--- src/rtl/imem_load_ctrl_if.sv ---
// AXI4-Lite slave bus used to load instruction memory and control the core.
// The design side uses the slave modport; a bus driver uses master.
interface imem_load_ctrl_if;
   logic        s_awvalid;
   logic        s_awready;
   logic [11:0] s_awaddr;
   logic        s_wvalid;
   logic        s_wready;
   logic [31:0] s_wdata;
   logic [3:0]  s_wstrb;
   logic        s_bvalid;
   logic        s_bready;
   logic [1:0]  s_bresp;
   logic        s_arvalid;
   logic        s_arready;
   logic [11:0] s_araddr;
   logic        s_rvalid;
   logic        s_rready;
   logic [31:0] s_rdata;
   logic [1:0]  s_rresp;

   modport slave (
      input  s_awvalid, s_awaddr, s_wvalid, s_wdata, s_wstrb, s_bready,
      input  s_arvalid, s_araddr, s_rready,
      output s_awready, s_wready, s_bvalid, s_bresp,
      output s_arready, s_rvalid, s_rdata, s_rresp
   );

   modport master (
      output s_awvalid, s_awaddr, s_wvalid, s_wdata, s_wstrb, s_bready,
      output s_arvalid, s_araddr, s_rready,
      input  s_awready, s_wready, s_bvalid, s_bresp,
      input  s_arready, s_rvalid, s_rdata, s_rresp
   );
endinterface

--- src/rtl/imem_load_ctrl.sv ---
// Instruction memory loader: AXI4-Lite writes fill imem while the core is held,
// a CTRL register releases the core and a STATUS register reports the load count.
module imem_load_ctrl #(
   parameter int ROW_I = 256
) (
   input  logic             clk,
   input  logic             reset_n,
   imem_load_ctrl_if.slave  bus,
   output logic             instruction_write,
   output logic [31:0]      instruction_data,
   output logic [7:0]       instruction_addr,
   output logic             core_run
);

   typedef enum logic {W_IDLE, W_RESP} w_state_t;
   typedef enum logic {R_IDLE, R_RESP} r_state_t;

   localparam logic [1:0]  RESP_OKAY   = 2'b00;
   localparam logic [1:0]  RESP_SLVERR = 2'b10;
   localparam logic [11:0] ADDR_CTRL   = 12'h800;
   localparam logic [11:0] ADDR_STATUS = 12'h804;
   localparam logic [8:0]  COUNT_MAX   = 9'(ROW_I);

   w_state_t    w_state;
   r_state_t    r_state;
   logic        aw_done;
   logic        w_done;
   logic [11:0] aw_addr;
   logic [31:0] w_data;
   logic [3:0]  w_strb;
   logic [8:0]  load_count;

   logic        wr_is_imem;
   logic        wr_is_ctrl;
   logic        wr_imem_ok;
   logic [31:0] rd_data;
   logic [1:0]  rd_resp;

   always_comb begin
      wr_is_imem = (aw_addr[11:10] == 2'b00);
      wr_is_ctrl = (aw_addr == ADDR_CTRL);
      wr_imem_ok = wr_is_imem && (w_strb == 4'hF) && !core_run;
   end

   // AW and W are captured independently; the write is committed on the edge
   // after both are held, so the imem pulse lines up with the first bvalid cycle.
   always_ff @(posedge clk or negedge reset_n) begin
      if (!reset_n) begin
         w_state           <= W_IDLE;
         aw_done           <= 1'b0;
         w_done            <= 1'b0;
         aw_addr           <= '0;
         w_data            <= '0;
         w_strb            <= '0;
         bus.s_awready     <= 1'b0;
         bus.s_wready      <= 1'b0;
         bus.s_bvalid      <= 1'b0;
         bus.s_bresp       <= RESP_OKAY;
         instruction_write <= 1'b0;
         instruction_data  <= '0;
         instruction_addr  <= '0;
         core_run          <= 1'b0;
         load_count        <= '0;
      end else begin
         instruction_write <= 1'b0;
         case (w_state)
            W_IDLE: begin
               if (aw_done && w_done) begin
                  w_state      <= W_RESP;
                  bus.s_bvalid <= 1'b1;
                  if (wr_imem_ok) begin
                     instruction_write <= 1'b1;
                     instruction_addr  <= aw_addr[9:2];
                     instruction_data  <= w_data;
                     bus.s_bresp       <= RESP_OKAY;
                     if (load_count < COUNT_MAX) begin
                        load_count <= load_count + 9'd1;
                     end
                  end else if (wr_is_ctrl) begin
                     bus.s_bresp <= RESP_OKAY;
                     if (w_strb[0]) begin
                        core_run <= w_data[0];
                        if (!core_run && w_data[0]) begin
                           load_count <= '0;
                        end
                     end
                  end else begin
                     bus.s_bresp <= RESP_SLVERR;
                  end
               end else begin
                  if (bus.s_awready && bus.s_awvalid) begin
                     aw_done       <= 1'b1;
                     aw_addr       <= bus.s_awaddr;
                     bus.s_awready <= 1'b0;
                  end else if (!aw_done) begin
                     bus.s_awready <= 1'b1;
                  end
                  if (bus.s_wready && bus.s_wvalid) begin
                     w_done       <= 1'b1;
                     w_data       <= bus.s_wdata;
                     w_strb       <= bus.s_wstrb;
                     bus.s_wready <= 1'b0;
                  end else if (!w_done) begin
                     bus.s_wready <= 1'b1;
                  end
               end
            end
            W_RESP: begin
               if (bus.s_bready) begin
                  w_state       <= W_IDLE;
                  bus.s_bvalid  <= 1'b0;
                  aw_done       <= 1'b0;
                  w_done        <= 1'b0;
                  bus.s_awready <= 1'b1;
                  bus.s_wready  <= 1'b1;
               end
            end
            default: w_state <= W_IDLE;
         endcase
      end
   end

   always_comb begin
      rd_data = '0;
      rd_resp = RESP_SLVERR;
      if (bus.s_araddr == ADDR_CTRL) begin
         rd_data = {31'b0, core_run};
         rd_resp = RESP_OKAY;
      end else if (bus.s_araddr == ADDR_STATUS) begin
         rd_data = {core_run, 22'b0, load_count};
         rd_resp = RESP_OKAY;
      end
   end

   // Read data is captured at the AR handshake and held until the master takes it.
   always_ff @(posedge clk or negedge reset_n) begin
      if (!reset_n) begin
         r_state       <= R_IDLE;
         bus.s_arready <= 1'b0;
         bus.s_rvalid  <= 1'b0;
         bus.s_rdata   <= '0;
         bus.s_rresp   <= RESP_OKAY;
      end else begin
         case (r_state)
            R_IDLE: begin
               if (bus.s_arready && bus.s_arvalid) begin
                  r_state       <= R_RESP;
                  bus.s_arready <= 1'b0;
                  bus.s_rvalid  <= 1'b1;
                  bus.s_rdata   <= rd_data;
                  bus.s_rresp   <= rd_resp;
               end else begin
                  bus.s_arready <= 1'b1;
               end
            end
            R_RESP: begin
               if (bus.s_rready) begin
                  r_state       <= R_IDLE;
                  bus.s_rvalid  <= 1'b0;
                  bus.s_arready <= 1'b1;
               end
            end
            default: r_state <= R_IDLE;
         endcase
      end
   end

endmodule

--- src/flat_wrapper.sv ---
// flat-port wrapper written by rule: the top's interface ports become plain ports
module imem_load_ctrl_flat 
#(
   parameter int ROW_I = 256
)
  (clk, reset_n, instruction_write, instruction_data, instruction_addr, core_run, bus_s_awvalid, bus_s_awaddr, bus_s_wvalid, bus_s_wdata, bus_s_wstrb, bus_s_bready, bus_s_arvalid, bus_s_araddr, bus_s_rready, bus_s_awready, bus_s_wready, bus_s_bvalid, bus_s_bresp, bus_s_arready, bus_s_rvalid, bus_s_rdata, bus_s_rresp);
  imem_load_ctrl_if bus_i ();
  input  logic clk;
  input  logic reset_n;
  output logic instruction_write;
  output logic [31:0] instruction_data;
  output logic [7:0] instruction_addr;
  output logic core_run;
  input wire logic [$bits(bus_i.s_awvalid)-1:0] bus_s_awvalid;
  input wire logic [$bits(bus_i.s_awaddr)-1:0] bus_s_awaddr;
  input wire logic [$bits(bus_i.s_wvalid)-1:0] bus_s_wvalid;
  input wire logic [$bits(bus_i.s_wdata)-1:0] bus_s_wdata;
  input wire logic [$bits(bus_i.s_wstrb)-1:0] bus_s_wstrb;
  input wire logic [$bits(bus_i.s_bready)-1:0] bus_s_bready;
  input wire logic [$bits(bus_i.s_arvalid)-1:0] bus_s_arvalid;
  input wire logic [$bits(bus_i.s_araddr)-1:0] bus_s_araddr;
  input wire logic [$bits(bus_i.s_rready)-1:0] bus_s_rready;
  output wire logic [$bits(bus_i.s_awready)-1:0] bus_s_awready;
  output wire logic [$bits(bus_i.s_wready)-1:0] bus_s_wready;
  output wire logic [$bits(bus_i.s_bvalid)-1:0] bus_s_bvalid;
  output wire logic [$bits(bus_i.s_bresp)-1:0] bus_s_bresp;
  output wire logic [$bits(bus_i.s_arready)-1:0] bus_s_arready;
  output wire logic [$bits(bus_i.s_rvalid)-1:0] bus_s_rvalid;
  output wire logic [$bits(bus_i.s_rdata)-1:0] bus_s_rdata;
  output wire logic [$bits(bus_i.s_rresp)-1:0] bus_s_rresp;
  assign bus_i.s_awvalid = bus_s_awvalid;
  assign bus_i.s_awaddr = bus_s_awaddr;
  assign bus_i.s_wvalid = bus_s_wvalid;
  assign bus_i.s_wdata = bus_s_wdata;
  assign bus_i.s_wstrb = bus_s_wstrb;
  assign bus_i.s_bready = bus_s_bready;
  assign bus_i.s_arvalid = bus_s_arvalid;
  assign bus_i.s_araddr = bus_s_araddr;
  assign bus_i.s_rready = bus_s_rready;
  assign bus_s_awready = bus_i.s_awready;
  assign bus_s_wready = bus_i.s_wready;
  assign bus_s_bvalid = bus_i.s_bvalid;
  assign bus_s_bresp = bus_i.s_bresp;
  assign bus_s_arready = bus_i.s_arready;
  assign bus_s_rvalid = bus_i.s_rvalid;
  assign bus_s_rdata = bus_i.s_rdata;
  assign bus_s_rresp = bus_i.s_rresp;
  imem_load_ctrl #(.ROW_I(ROW_I)) u_core (.clk(clk), .reset_n(reset_n), .bus(bus_i), .instruction_write(instruction_write), .instruction_data(instruction_data), .instruction_addr(instruction_addr), .core_run(core_run));
endmodule
--- config.mk ---
export PLATFORM = sky130hd
export DESIGN_NAME = imem_load_ctrl_flat
export DESIGN_NICKNAME = d
export VERILOG_FILES = /design/src/rtl/imem_load_ctrl_if.sv /design/src/rtl/imem_load_ctrl.sv /design/src/flat_wrapper.sv
export SDC_FILE = /design/constraint.sdc
export NUM_CORES = 1
export LEC_CHECK = 0
export CORE_UTILIZATION = 50
export CTS_CLUSTER_SIZE = 20
export DETAILED_ROUTE_END_ITERATION = 16
export PLACE_DENSITY = 0.85
export SLEW_MARGIN = 20
export SYNTH_ARGS = -nofsm -noshare
export SYNTH_HDL_FRONTEND = slang
export SYNTH_SLANG_ARGS = --single-unit
--- constraint.sdc ---
create_clock -name clk -period 3.7 [get_ports clk]
set_input_delay 0.555 -clock clk [delete_from_list [all_inputs] [get_ports clk]]
set_output_delay 0.555 -clock clk [all_outputs]
set_load 0.01 [all_outputs]
==> impl_metrics.py, run 1 <==
metrics = {
    "yosys": {
        "synth.ff_latch_count": 120,
        "ys_seq_area_share_pct": 61.2,
        "syn_inst": 350,
        "synth_mux_area_share_pct": 21.5,
        "synth_top_cell_by_area": "dfrtp_1",
        "yosys_warnings": 0,
        "syn_avg_cell_area_um2": 14.0,
        "synth_top_family_by_area": "multiplexers",
        "synthDominantCellAreaShare_pct": 61.2,
        "synth_area_leaders": "dfrtp_1 61%, mux2_2 21%, buf_4 3.7%",
        "synth-compound-area-share_pct": 4.92,
        "synth-xor-area-share_pct": 0,
        "synth_adder_area_share_pct": 0.255,
        "ys_types": 38,
        "synth_area_um2": 4910,
        "synthSimpleGateAreaFrac_pct": 6.68,
    },
    "drt": {
        "routed_via_density": 5.15,
        "remaining_drc_errors": 0,
        "drtIter0Drc": 61,
        "dr.pass1.iters": 4,
        "met1_length_um": 4040,
        "drt-total-wl_um": 9810,
        "wl_per_cell_um": 15.8,
        "wl_met2_um": 4900,
        "met3_wirelength_um": 771,
        "drt.antenna.violating_nets": 0,
        "vias": 3193,
        "maxUsedRoutingLayer": "met4",
    },
    "clock_tree": {
        "root_buffer": "clkbuf_8",
        "numCtsBuffers": 17,
        "cts_tree": "done",
        "post_cts.resized_instances": 0,
        "clk_path_buf_depth": 2,
        "cts_hold_buf": 0,
        "cts_sinks": 120,
        "clock_latency_ns": 0.50,
        "path_clk_slew_ns": 0.05,
        "cts_setup_buffers": 0,
        "htree_num_levels": 4,
    },
    "floorplanning": {
        "core_area_um2": 9370,
        "die_h_um": 101,
        "start_util_pct": 52.3,
        "dieArea_um2": 10200,
        "rows": 35,
        "num_io_pins": 150,
        "fp.dieW_um": 101,
    },
    "worst_setup_path": {
        "r2r-start": "u_core.w_state",
        "path_class": "register to register",
        "path_max_fanout": 33,
        "worst_setup_path_end_kind": "register",
        "critPathArrivalTime_ns": 2.65,
        "reg2reg_to": "u_core.instruction_data[8]",
        "regToRegSetupSlack_ns": 1.42,
        "start_kind": "register",
        "reg2reg_depth": 4,
        "crit_required_ns": 4.07,
    },
    "pwr": {
        "pwr_density_cell_nw_per_um2": 764,
        "swShare_pct": 28.5,
        "power.switching_w": 0.00146,
        "seqPwrFrac_pct": 42.7,
        "pwr-share-clk_pct": 26.9,
        "p_int_w": 0.00366,
        "p_leak_nw": 2.99,
        "pwr-share-comb_pct": 30.4,
        "vdd_ir_drop_max_uv": 464,
    },
    "cells_and_area": {
        "syn_to_final_growth_pct": 36.5,
        "nNetsFinal": 549,
        "final_area_um2": 6700,
        "layout_commonest_cell": "clkdlybuf4s50_1",
        "diodes": 0,
        "fin_cells": 620,
        "layout_common_cells": "124 x clkdlybuf4s50_1, 120 x dfrtp_1, 90 x mux2_2",
        "drive_above_1_share_pct": 25.9,
    },
    "timing": {
        "clock_skew_ns": 0.00835,
        "clock.fmax_mhz": 439,
        "relSlewSlack_pct": 35.1,
        "drv_slew": 0,
        "setup_viol": 0,
        "min_period_over_period_pct": 61.6,
        "finalSetupTns_ns": 0,
        "rsz0062_at_grt": "false",
        "tightestPinTransition_ns": 0.973,
        "final-hold-violation-count": 0,
        "fin_crit_ns": 2.28,
    },
    "global_routing": {
        "antenna_found_initial": 0,
        "grt_max_degree": 69,
        "grt_pass1_vias": 3236,
        "grt_usage_pct": 20.9,
        "grt_pass1_wl_um": 16000,
        "gr-total-overflow": 0,
    },
    "placed_design": {
        "port-buffer-count": 125,
        "place_inst": 591,
        "dp_hpwl_um": 6660,
        "place.gp.congestion": 0.759,
        "placed_cell_area_um2": 6200,
    },
    "status": {
        "status": "completed",
    },
    "worst_hold_path": {
        "hold_class": "input pin to asynchronous set/reset pin",
    },
    "job": {
        "max-cap-violations": 0,
    },
}
-- synthesized netlist by cell type (all sizes together) --
| master | instances |
|---|---|
| o21a | 1 |
| nor2 | 7 |
| and2 | 2 |
| nor4b | 2 |
| nand4 | 2 |
| ha | 1 |
| nor3 | 5 |
| nand2b | 1 |
| o21ai | 8 |
| a21oi | 6 |
| nand4bb | 1 |
| or2 | 1 |
| a21o | 1 |
| nor4 | 7 |
| buf | 33 |
| o31a | 1 |
| o41a | 1 |
| mux2 | 91 |
| a311oi | 1 |
| o211ai | 1 |
| a22o | 10 |
| nand2 | 17 |
| or3 | 1 |
| or4 | 1 |
| dfrtp | 120 |
| o2bb2ai | 3 |
| mux2i | 3 |
| nand3 | 5 |
| and3 | 1 |
| nand3b | 4 |
| conb | 1 |
| clkbuf | 5 |
| and4b | 1 |
| inv | 5 |
-- critical path: stages, from the launching register on --
cell and delay [ns]:
dfrtp_1 0.44, nand3b_4 0.28, nor3_4 0.51, buf_4 0.49
mux2_2 0.40
-- power groups by stage --
stage               sequential [W]  clock [W]  combinational, W
floorplan                  0.00222          0          0.000762
global placement           0.00216          0           0.00151
detailed placement         0.00219          0           0.00156
CTS                        0.00219    0.00140           0.00158
global route               0.00225    0.00146           0.00168
finish                     0.00218    0.00138           0.00156
-- per-layer routing --
layer	vias to the layer above	track usage (%)
li1	1464	-
met4	0	7.80
met1	1607	25.5
met2	112	33.4
met3	10	8.18
met5	-	0
-- kinds of logic after synthesis --
logic type	after synthesis
AOI/OAI and AO/OA	33
adders and majority gates	1
buffers and inverters	43
DFF	120
muxes	94
other	1
and+or+nand+nor	58
-- worst max-delay path by stage --
stage | end | depth (start not counted) | from | slack, ns
global route | u_core.instruction_data[8] | 4 | u_core.aw_addr[10] | 1.26
detailed placement | u_core.w_data[10] | 3 | bus_s_wvalid | 1.14
finish | u_core.instruction_data[8] | 4 | u_core.w_state | 1.42
CTS | u_core.instruction_data[8] | 4 | u_core.w_state | 1.38
floorplan | u_core.load_count[0] | 5 | u_core.core_run | 1.91
global placement | u_core.w_data[5] | 3 | bus_s_wvalid | 1.16
-- sequential cells by signal (all words and copies together) (netlist names), 4 cells and up --
| name | cells |
|---|---|
| u_core.w_data | 32 |
| u_core.w_strb | 4 |
| u_core.instruction_addr | 8 |
| u_core.bus.s_rdata | 10 |
| u_core.aw_addr | 12 |
| u_core.load_count | 9 |
| u_core.instruction_data | 32 |
-- area by class of cell --
class | count | area [µm²]
flip-flops and latches | 120 | 3000
fillers | 619 | 2670
multi-input cells | 210 | 1740
repair buffers | 127 | 1280
clock buffers | 20 | 445
well taps | 129 | 161
clock inverters | 9 | 55.1
inverters | 5 | 18.8
-- through the flow --
stage,utilization [%],worst slack (ns),total power [W],hold slack (ns)
finish,71.5,1.42,0.00512,0.0814
global route,71.5,1.26,0.00540,0.126
CTS,71.5,1.38,0.00517,0.0931
detailed placement,66.1,1.14,0.00375,0.488
global placement,66.1,1.16,0.00367,0.457
floorplan,-,1.91,0.00298,0.259
(Power assumes the default switching activity.)
==> inputs of run 2 (changes only) <==
--- a/config.mk
+++ b/config.mk
@@ -5,10 +5,10 @@
 export SDC_FILE = /design/constraint.sdc
 export NUM_CORES = 1
 export LEC_CHECK = 0
-export CORE_UTILIZATION = 50
+export CORE_UTILIZATION = 47
 export CTS_CLUSTER_SIZE = 20
 export DETAILED_ROUTE_END_ITERATION = 16
-export PLACE_DENSITY = 0.85
+export PLACE_DENSITY = 0.8
 export SLEW_MARGIN = 20
 export SYNTH_ARGS = -nofsm -noshare
 export SYNTH_HDL_FRONTEND = slang
==> constraint.sdc (replaced) <==
create_clock -name clk -period 2.3 [get_ports clk]
set_input_delay 0.345 -clock clk [delete_from_list [all_inputs] [get_ports clk]]
set_output_delay 0.345 -clock clk [all_outputs]
set_load 0.01 [all_outputs]
==> run 2 against run 1 <==
Non-clock buffer count up 8. Worst hold slack gained 0.31 ns. Largest power group unchanged. Clock-buffer cell count fell by 1. Sequential share of layout area fell by 1.2 points. Total power is 70% higher. Cell count rose by 2.4%. Design area grew 2.7%. Register-to-register slack worse by 1.1 ns. Critical path type unchanged. Die area is 6.2% higher. Critical path depth did not move.
==> impl_metrics.py, run 2 (synthesis gave the netlist of run 1 again) <==
metrics = {
    "status": {
        "status": "completed",
    },
    "clock_tree": {
        "cts_hold_buf": 1,
        "cts_setup_buffers": 0,
        "path_clk_slew_ns": 0.06,
        "clock_latency_ns": 0.51,
        "numCtsBuffers": 17,
        "htree_num_levels": 4,
        "post_cts.resized_instances": 0,
        "root_buffer": "clkbuf_8",
        "clk_path_buf_depth": 2,
        "cts_tree": "done",
        "cts_sinks": 120,
    },
    "drt": {
        "routed_via_density": 5.08,
        "drt-total-wl_um": 10300,
        "wl_per_cell_um": 16.2,
        "vias": 3225,
        "drt.antenna.violating_nets": 0,
        "remaining_drc_errors": 0,
        "drtIter0Drc": 90,
        "dr.pass1.iters": 4,
    },
    "timing": {
        "clock.fmax_mhz": 494,
        "min_period_over_period_pct": 87.9,
        "drv_slew": 0,
        "setup_viol": 0,
        "final-hold-violation-count": 0,
        "tightestPinTransition_ns": 0.714,
        "finalSetupTns_ns": 0,
        "fin_crit_ns": 2.02,
        "rsz0062_at_grt": "false",
        "setup_ws_ns": 0.277,
        "relSlewSlack_pct": 51.9,
        "clock_skew_ns": 0.0107,
    },
    "floorplanning": {
        "num_io_pins": 150,
        "start_util_pct": 49.3,
        "die_h_um": 104,
        "dieArea_um2": 10900,
        "rows": 36,
        "core_area_um2": 9950,
        "fp.dieW_um": 104,
    },
    "worst_setup_path": {
        "crit_required_ns": 2.68,
        "path_class": "register to register",
        "worst_setup_path_end_kind": "register",
        "start_kind": "register",
        "critPathArrivalTime_ns": 2.41,
        "path_max_fanout": 13,
    },
    "cells_and_area": {
        "drive_above_1_share_pct": 27.3,
        "layout_commonest_cell": "clkdlybuf4s50_1",
        "nNetsFinal": 557,
        "largest_registers": "u_core.instruction_data (32), u_core.w_data (32), u_core.aw_addr (12)",
        "syn_to_final_growth_pct": 40.2,
        "layout_common_cells": "124 x clkdlybuf4s50_1, 120 x dfrtp_1, 90 x mux2_2",
        "diodes": 0,
    },
    "global_routing": {
        "grt_usage_pct": 20.7,
        "grt_pass1_wl_um": 17300,
        "grt_pass1_vias": 3474,
        "antenna_found_initial": 0,
        "gr-total-overflow": 0,
        "grt_max_degree": 53,
    },
    "placed_design": {
        "place.gp.congestion": 0.834,
        "pre_cts_ws_ns": 0.308,
        "dp_hpwl_um": 7110,
        "port-buffer-count": 125,
    },
    "pwr": {
        "pwr_density_cell_nw_per_um2": 1260,
        "p_leak_nw": 3.08,
        "vdd_ir_drop_max_uv": 892,
    },
    "job": {
        "max-cap-violations": 0,
    },
    "worst_hold_path": {
        "hold_class": "input pin to asynchronous set/reset pin",
    },
}
## run 2: layout make-up
class	count	area (µm²)
flip-flops and latches	120	3000
well taps	133	166
inverters	5	18.8
repair buffers	135	1350
fillers	675	3080
clock buffers	19	432
multi-input cells	210	1740
clock inverters	13	170
## run 2: path summary, 6_finish.rpt
check,startpoint,to,slack (ns),depth (start not counted)
setup / recovery,u_core.w_state,u_core.load_count[0],0.28,4
min in group clk,bus_s_wdata[17],u_core.w_data[17],0.44,2
hold reg to reg,u_core.bus.s_rvalid,u_core.bus.s_rvalid,0.47,2
setup reg to reg,u_core.w_state,u_core.load_count[0],0.28,4
hold / removal,reset_n,u_core.instruction_write,0.39,2
max in group asynchronous,reset_n,u_core.w_data[28],1.15,3
## run 2: through the flow
step / instance area (µm²) / utilization (%) / hold WS (ns) / std cells / total power (W)
3_5_place_dp: 6270 / 63.0 / 0.402 / 602 / 0.00609
4_1_cts: 6880 / 69.1 / 0.402 / 635 / 0.00879
5_1_grt: 6880 / 69.1 / 0.431 / 635 / 0.00918
6_report: 6880 / 69.1 / 0.389 / 635 / 0.00870
2_1_floorplan: 4990 / - / 0.0494 / 373 / 0.00480
3_3_place_gp: 6270 / 63.0 / 0.395 / 602 / 0.00594
## run 2: layer usage
layer  vias to the layer above  track usage, %  part of all wire, %  wire length [µm]
met5                         -               0                    0                 0
met4                         0            7.76                  1.4               144
met3                        14            8.27                  7.3               749
met2                       116            34.3                   50              5110
met1                      1611            24.1                   42              4310
li1                       1484               -                    -                 -
## run 2: worst max-delay path, cell delays in order (launching register included)
cell      delay, ns
dfrtp_1        0.45
nand3b_4       0.28
or4_1          0.66
o41a_2         0.20
mux2_1         0.30
## run 2: power by group
group / switching, W / internal, W
clock network: 0.000959 / 0.00169
registers: 0.000531 / 0.00298
logic: 0.000962 / 0.00158
total: 0.00245 / 0.00625
